==> config.mk <==
export PLATFORM = sky130hd
export DESIGN_NAME = set_scan_ctrl
export DESIGN_NICKNAME = d
export VERILOG_FILES = /design/src/rtl/set_scan_ctrl_pkg.sv /design/src/rtl/set_scan_ctrl.sv
export SDC_FILE = /design/constraint.sdc
export NUM_CORES = 1
export LEC_CHECK = 0
export CAP_MARGIN = 25
export CORE_MARGIN = 5
export CORE_UTILIZATION = 40
export DETAILED_ROUTE_END_ITERATION = 7
export PLACE_DENSITY_LB_ADDON = 0.3
export SETUP_SLACK_MARGIN = 0.05
export SYNTH_ARGS = -nofsm -noshare
export SYNTH_HDL_FRONTEND = slang
export SYNTH_SLANG_ARGS = --single-unit
export TNS_END_PERCENT = 5
==> constraint.sdc <==
create_clock -name clk_i -period 4 [get_ports clk_i]
set_input_delay 0.8 -clock clk_i [delete_from_list [all_inputs] [get_ports clk_i]]
set_output_delay 0.8 -clock clk_i [all_outputs]
set_load 0.05 [all_outputs]
==> src/rtl/set_scan_ctrl_pkg.sv <==
// Shared constants for the SET scan sequencer: coordinate layout, job field
// slices and the controller state encoding.
package set_scan_ctrl_pkg;

  localparam int COORD_SZ   = 8;
  // coordinate word is {x[3:0], y[3:0]}, same layout as a centre field
  localparam int X_COORD_HI = 7;
  localparam int X_COORD_LO = 4;
  localparam int Y_COORD_HI = 3;
  localparam int Y_COORD_LO = 0;

  localparam int CENT_A_HI = 23;
  localparam int CENT_A_LO = 16;
  localparam int CENT_B_HI = 15;
  localparam int CENT_B_LO = 8;
  localparam int CENT_C_HI = 7;
  localparam int CENT_C_LO = 0;
  localparam int RAD_A_HI  = 11;
  localparam int RAD_A_LO  = 8;
  localparam int RAD_B_HI  = 7;
  localparam int RAD_B_LO  = 4;
  localparam int RAD_C_HI  = 3;
  localparam int RAD_C_LO  = 0;

  typedef enum logic [2:0] {
    S_IDLE      = 3'd0,
    S_LOAD      = 3'd1,
    S_ROW_START = 3'd2,
    S_SCAN      = 3'd3,
    S_DONE      = 3'd4
  } state_t;

  function automatic logic [3:0] coord_x(input logic [COORD_SZ-1:0] c);
    return c[X_COORD_HI:X_COORD_LO];
  endfunction

  function automatic logic [3:0] coord_y(input logic [COORD_SZ-1:0] c);
    return c[Y_COORD_HI:Y_COORD_LO];
  endfunction

endpackage

==> src/rtl/set_scan_ctrl.sv <==
// Job sequencer: latches the job, walks coord_gen row by row over the grid,
// counts evaluator hits and flags any coordinate that disagrees with its own walk.
module set_scan_ctrl
  import set_scan_ctrl_pkg::*;
#(
  parameter int GRID_DIM = 8,
  parameter int CNT_W    = 8
) (
  input  logic                clk_i,
  input  logic                rst_i,
  input  logic                en_i,
  input  logic [23:0]         central_i,
  input  logic [11:0]         radius_i,
  input  logic [1:0]          mode_i,
  output logic                coord_en_o,
  output logic [3:0]          start_row_o,
  input  logic [COORD_SZ-1:0] coord_i,
  input  logic                hit_i,
  output logic [23:0]         central_o,
  output logic [11:0]         radius_o,
  output logic [1:0]          mode_o,
  output logic                busy_o,
  output logic                valid_o,
  output logic [CNT_W-1:0]    candidate_o,
  output logic                err_o
);

  localparam logic [3:0]       LAST    = 4'(GRID_DIM);
  localparam logic [CNT_W-1:0] MAX_CNT = CNT_W'(GRID_DIM * GRID_DIM);

  state_t     state, nxt;
  logic [3:0] row, xi;

  always_comb begin
    nxt = state;
    unique case (state)
      S_IDLE:      if (en_i) nxt = S_LOAD;
      S_LOAD:      nxt = S_ROW_START;
      S_ROW_START: nxt = S_SCAN;
      S_SCAN:      if (xi == LAST) nxt = (row == LAST) ? S_DONE : S_ROW_START;
      S_DONE:      nxt = S_IDLE;
      default:     nxt = S_IDLE;
    endcase
  end

  assign coord_en_o  = (state == S_ROW_START);
  assign start_row_o = coord_en_o ? row : 4'd0;

  always_ff @(posedge clk_i or posedge rst_i) begin
    if (rst_i) begin
      state       <= S_IDLE;
      row         <= 4'd0;
      xi          <= 4'd0;
      central_o   <= '0;
      radius_o    <= '0;
      mode_o      <= '0;
      candidate_o <= '0;
      err_o       <= 1'b0;
      busy_o      <= 1'b0;
      valid_o     <= 1'b0;
    end else begin
      state   <= nxt;
      // registered status derived from the state being entered
      busy_o  <= (nxt == S_LOAD) || (nxt == S_ROW_START) || (nxt == S_SCAN);
      valid_o <= (nxt == S_DONE);
      unique case (state)
        S_IDLE: if (en_i) begin
          // job is captured on the edge into LOAD so the cleared count is
          // already visible during the LOAD cycle
          central_o   <= central_i;
          radius_o    <= radius_i;
          mode_o      <= mode_i;
          candidate_o <= '0;
          err_o       <= 1'b0;
        end
        S_LOAD:      row <= 4'd1;
        S_ROW_START: xi  <= 4'd1;
        S_SCAN: begin
          if (candidate_o != MAX_CNT)
            candidate_o <= candidate_o + CNT_W'(hit_i);
          if (coord_x(coord_i) != xi || coord_y(coord_i) != row)
            err_o <= 1'b1;
          xi <= xi + 4'd1;
          if (xi == LAST && row != LAST)
            row <= row + 4'd1;
        end
        default: ;
      endcase
    end
  end

endmodule

# == Word-level counts from Yosys, hierarchy flattened ==
# Cells that the tools add are included.
# totals
regBits,60
inputBits,50
out_inout_bits,54
word_cells,56
# op_classes
add_sub_neg,3
n_eq_ne,17
mux,14
n_reduce_logical,12
# op_table
operator,count
8-bit 2-to-1 mux,2
4-bit case mux with 2 select lines,2
8-bit case mux with 2 select lines,1
3-bit by 2-bit equality test with 1-bit output (second input constant),4
3-bit case mux with 4 select lines,1
3-bit 2-to-1 mux,3
4-bit by 1-bit adder with 4-bit output (second input constant),2
8-bit by 1-bit adder with 8-bit output,1
4-bit equality test (second input constant),2
4-bit 2-to-1 mux,2
2-bit != test (second input constant),4
4-bit != test,2
8-bit by 7-bit != test with 1-bit output (second input constant),1
3-bit by 1-bit equality test with 1-bit output (second input constant),2
3-bit AND reduction,2
2-bit nonzero test,3
4-bit != test (second input constant),1
2-bit AND reduction,2
3-bit equality test (second input constant),1
3-bit logical NOT,1
1-bit logical OR,3
1-bit 2-to-1 mux,2
1-bit case mux with 2 select lines,1
1-bit logical AND,1

# == Logic depth before layout (Yosys ltp) ==
# depth
ltp_word,7
mapped_depth,6
mapped_depth_nobuf,6

# == Worst setup path after synthesis ==
# OpenSTA, ideal clock, no wires.
# synth_timing
path_type,reg-to-output
startpoint,register state[2]
endpoint,output start_row_o[2]
arrival_time_ns,1.984
required_ns,3.200
path_slack_ns,1.216
path_stages_with_launch,5
path_buffers,1
path_cell_list,dfrtp_1 > nand2b_1 > buf_2 > nor2_1 > and2_1
# synth_via
elab_chain_cells,2
# synth_rtl
element,line_no,source
from (decl),set_scan_ctrl.sv:31,"state_t state, nxt;"
from (signal assigned),set_scan_ctrl.sv:62,state <= nxt;
3-bit by 2-bit equality test with 1-bit output,set_scan_ctrl.sv:46,assign coord_en_o = (state == S_ROW_START);
named net coord_en_o,set_scan_ctrl.sv:15,"output logic coord_en_o,"
4-bit 2-to-1 mux,set_scan_ctrl.sv:47,assign start_row_o = coord_en_o ? row : 4'd0;
to (decl),set_scan_ctrl.sv:16,"output logic [3:0] start_row_o,"
# The timed path passes the listed nets, and every way through them passes these cells.

# == Final worst setup path ==
# layout_timing
startpoint,register state[1]
endpoint,output start_row_o[3]
# layout_via
elab_chain_cells,2
# layout_rtl
element,line_no
3-bit by 2-bit equality test with 1-bit output,set_scan_ctrl.sv:46
4-bit 2-to-1 mux,set_scan_ctrl.sv:47
# Every way passes these cells.

==> flow_summary.yaml <==
synth:
  synth_cells: 211
  synth_area_leaders: "dfrtp_1, mux2_1, mux2_2, xnor2_1, ha_1"
  ys_seq_elements: 60
  yosysSeqAreaShare_pct: 56.3
  synthXorXnorAreaFrac_pct: 4.59
  yosysWarnings: 0
  synth_mux_area_share_pct: 16.4
  ys.flop_type: "dfrtp_1"
  synth_top_family_by_area: "multiplexers"
  yosysTopAreaCellShare_pct: 56.3
  avgSynthCellArea_um2: 12.6
  syn-cell-area_um2: 2670
  async_reset_ff_share_pct: 100
  synth_top_area_cell: "dfrtp_1"
  synth_nets: 267
  yosys.area_share.simple_pct: 12.0
  synth_cell_types: 33
  synth_compound_area_share_pct: 4.03
  synthAdderAreaFrac_pct: 2.81
  synth-edff-count: 0
critical_path:
  cp_slowest_cell: "clkdlybuf4s50_1"
  arrival_ps: 2320
  end_kind: "output port"
  cp.depth: 4
  crit_family: "buffers and inverters"
  crit_buf_inv: 1
  cp_slowest_stage_delay_ps: 800
  reg2reg_depth: 3
  cp_cell_sequence: "nand2b_1 > nor2_1 > and2_1 > clkdlybuf4s50_1"
  path_max_fanout: 11
  required_ps: 3200
  worstSetupStartpointType: "flip-flop"
  worstSetupPathType: "flip-flop to output port"
placement:
  io_buffers: 103
  hpwl_um: 4520
  gp_congestion: 0.758
die:
  die-area_um2: 8410
  die_h_um: 91.7
  core_area_um2: 6420
  ios: 104
  die_width_um: 91.7
  initial_core_util_pct: 41.6
  std_cell_rows: 29
timing:
  report.final.slew_viol_count: 0
  timing.fmax_mhz: 320
  fin_tns_setup_ps: 0
  tightest_slew_ps: 555
  relSlewSlack_pct: 62.9
  period_minus_slack_ps: 3120
  final-hold-violation-count: 0
  rsz0062_at_grt: "false"
  min_period_over_period_pct: 78.0
  fin_skew_ps: 6.80
  report.final.setup_viol: 0
clock_network:
  htreeDepth: 3
  cts_setup_buffers: 0
  clk-insertion-delay-late_ps: 330
  cts.path.max_buffers: 2
  root_buffer: "clkbuf_8"
  cts_hold_buf: 0
  cts_sinks: 60
  cts_tree: "done"
  ctsResizeCount: 0
  clk_pin_slew_ps: 60
  numCtsBuffers: 9
layout:
  n_antenna_cell: 0
  layout_common_cells: "clkdlybuf4s50_1, dfrtp_1, mux2_1, mux2_2, nor2_1"
  fill_cells: 551
  final_common_cell: "clkdlybuf4s50_1"
  finalCoreUtilization_pct: 60.9
  nNetsFinal: 375
  syn_to_final_growth_pct: 46.6
  layout-drive-gt1-share_pct: 11.4
pwr:
  cellPowerDensity_nw_per_um2: 404
  p_seq_share_pct: 44.6
  max-vdd-ir-drop_mv: 0.252
  power_switching_mw: 0.518
  comb_power_share_pct: 25.9
  clkPwrFrac_pct: 29.5
  cellLeakagePower_nw: 1.70
  intPower_mw: 1.06
  swShare_pct: 32.8
job:
  cap_violations: 0
global_route:
  grt_usage_pct: 15.0
  grt-ovfl-total: 0
  antenna_found_initial: 0
  grt_pass1_vias: 2058
  grt_start_max_net_pins: 41
  grt_pass1_wl_um: 10100
routing:
  viasPerCell: 5.03
  drc: 0
  wirelength_um: 6180
  vias: 2018
  drtAntennaViolNets: 0
  wl_per_cell_um: 15.4
  first_pass_iters: 4
  drtIter0Drc: 54
hold_path:
  hold_path_class: "flip-flop to flip-flop"
  holdPathStages: 1
run_status:
  status: "completed"
[synth_stat cells (all sizes together), types with 3 or more instances]
cell type,count
o21ai,7
and2,3
buf,9
nand3,3
nor3,8
nand2,11
dfrtp,60
xor2,4
nand4,7
mux2,38
xnor2,10
a21oi,4
ha,6
inv,8
nor2,14
[final timing paths]
path	from	endpoint	slack, ps
max	state[1]	start_row_o[3]	880
min	radius_o[1]	radius_o[1]	480
max reg2reg	state[0]	central_o[10]	2200
min reg2reg	radius_o[1]	radius_o[1]	480
max in group asynchronous	rst_i	radius_o[3]	2350
min in group asynchronous	rst_i	row[1]	790
[cell families (layout without fill, tap and decap cells)]
family	after synthesis	after routing
AO/OA/AOI/OAI	17	17
flip-flops	60	60
XOR/XNOR	14	14
AND/OR/NAND/NOR	58	58
adder cells (fa/ha/maj)	6	6
multiplexers	39	39
buffers and inverters	17	130
[routing by layer]
metal  up-vias  share of wire [%]  wire length [um]  GRT usage, %
met4         0               0.79                49          5.28
met3         5                8.0               497          4.99
met1       961                 48              2980          20.4
met2       100                 43              2660          22.3
met5         -                  0                 0             0
li1        952                  -                 -             -
[flip-flops by register name, summed over array words and instances (netlist names)]
signal	flops
radius_o	12
central_o	24
state	3
err_o	1
mode_o	2
row	4
candidate_o	8
busy_o	1
valid_o	1
xi	4
[stage by stage]
stage | cells | worst slack, ps | area, um^2 | hold WS (ps) | power, mW
5_1_grt | 401 | 707 | 3910 | 504 | 1.65
3_3_place_gp | 385 | 1270 | 3740 | 467 | 1.12
3_5_place_dp | 385 | 1250 | 3740 | 474 | 1.13
4_1_cts | 401 | 857 | 3910 | 488 | 1.60
6_report | 401 | 879 | 3910 | 483 | 1.58
2_1_floorplan | 211 | 1220 | 2670 | 522 | 0.952
[power groups by stage]
stage          sequential, mW  combinational [mW]  clock, mW
6_report                0.704               0.409      0.466
5_1_grt                 0.712               0.435      0.505
3_5_place_dp            0.715               0.413          0
2_1_floorplan           0.873              0.0795          0
4_1_cts                 0.704               0.414      0.483
3_3_place_gp            0.712               0.405          0
[area by class of cell]
class	instances	area, um^2	share of cell area [%]
Multi-Input combinational cell	134	1060	27.1
Sequential cell	60	1500	38.4
Tap cell	77	96.3	2.46
Clock inverter	4	25.0	0.639
Clock buffer	12	145	3.71
Timing Repair Buffer	106	1050	26.9
Inverter	8	30.0	0.767
Note: power is estimated with default switching activity, not from simulation.
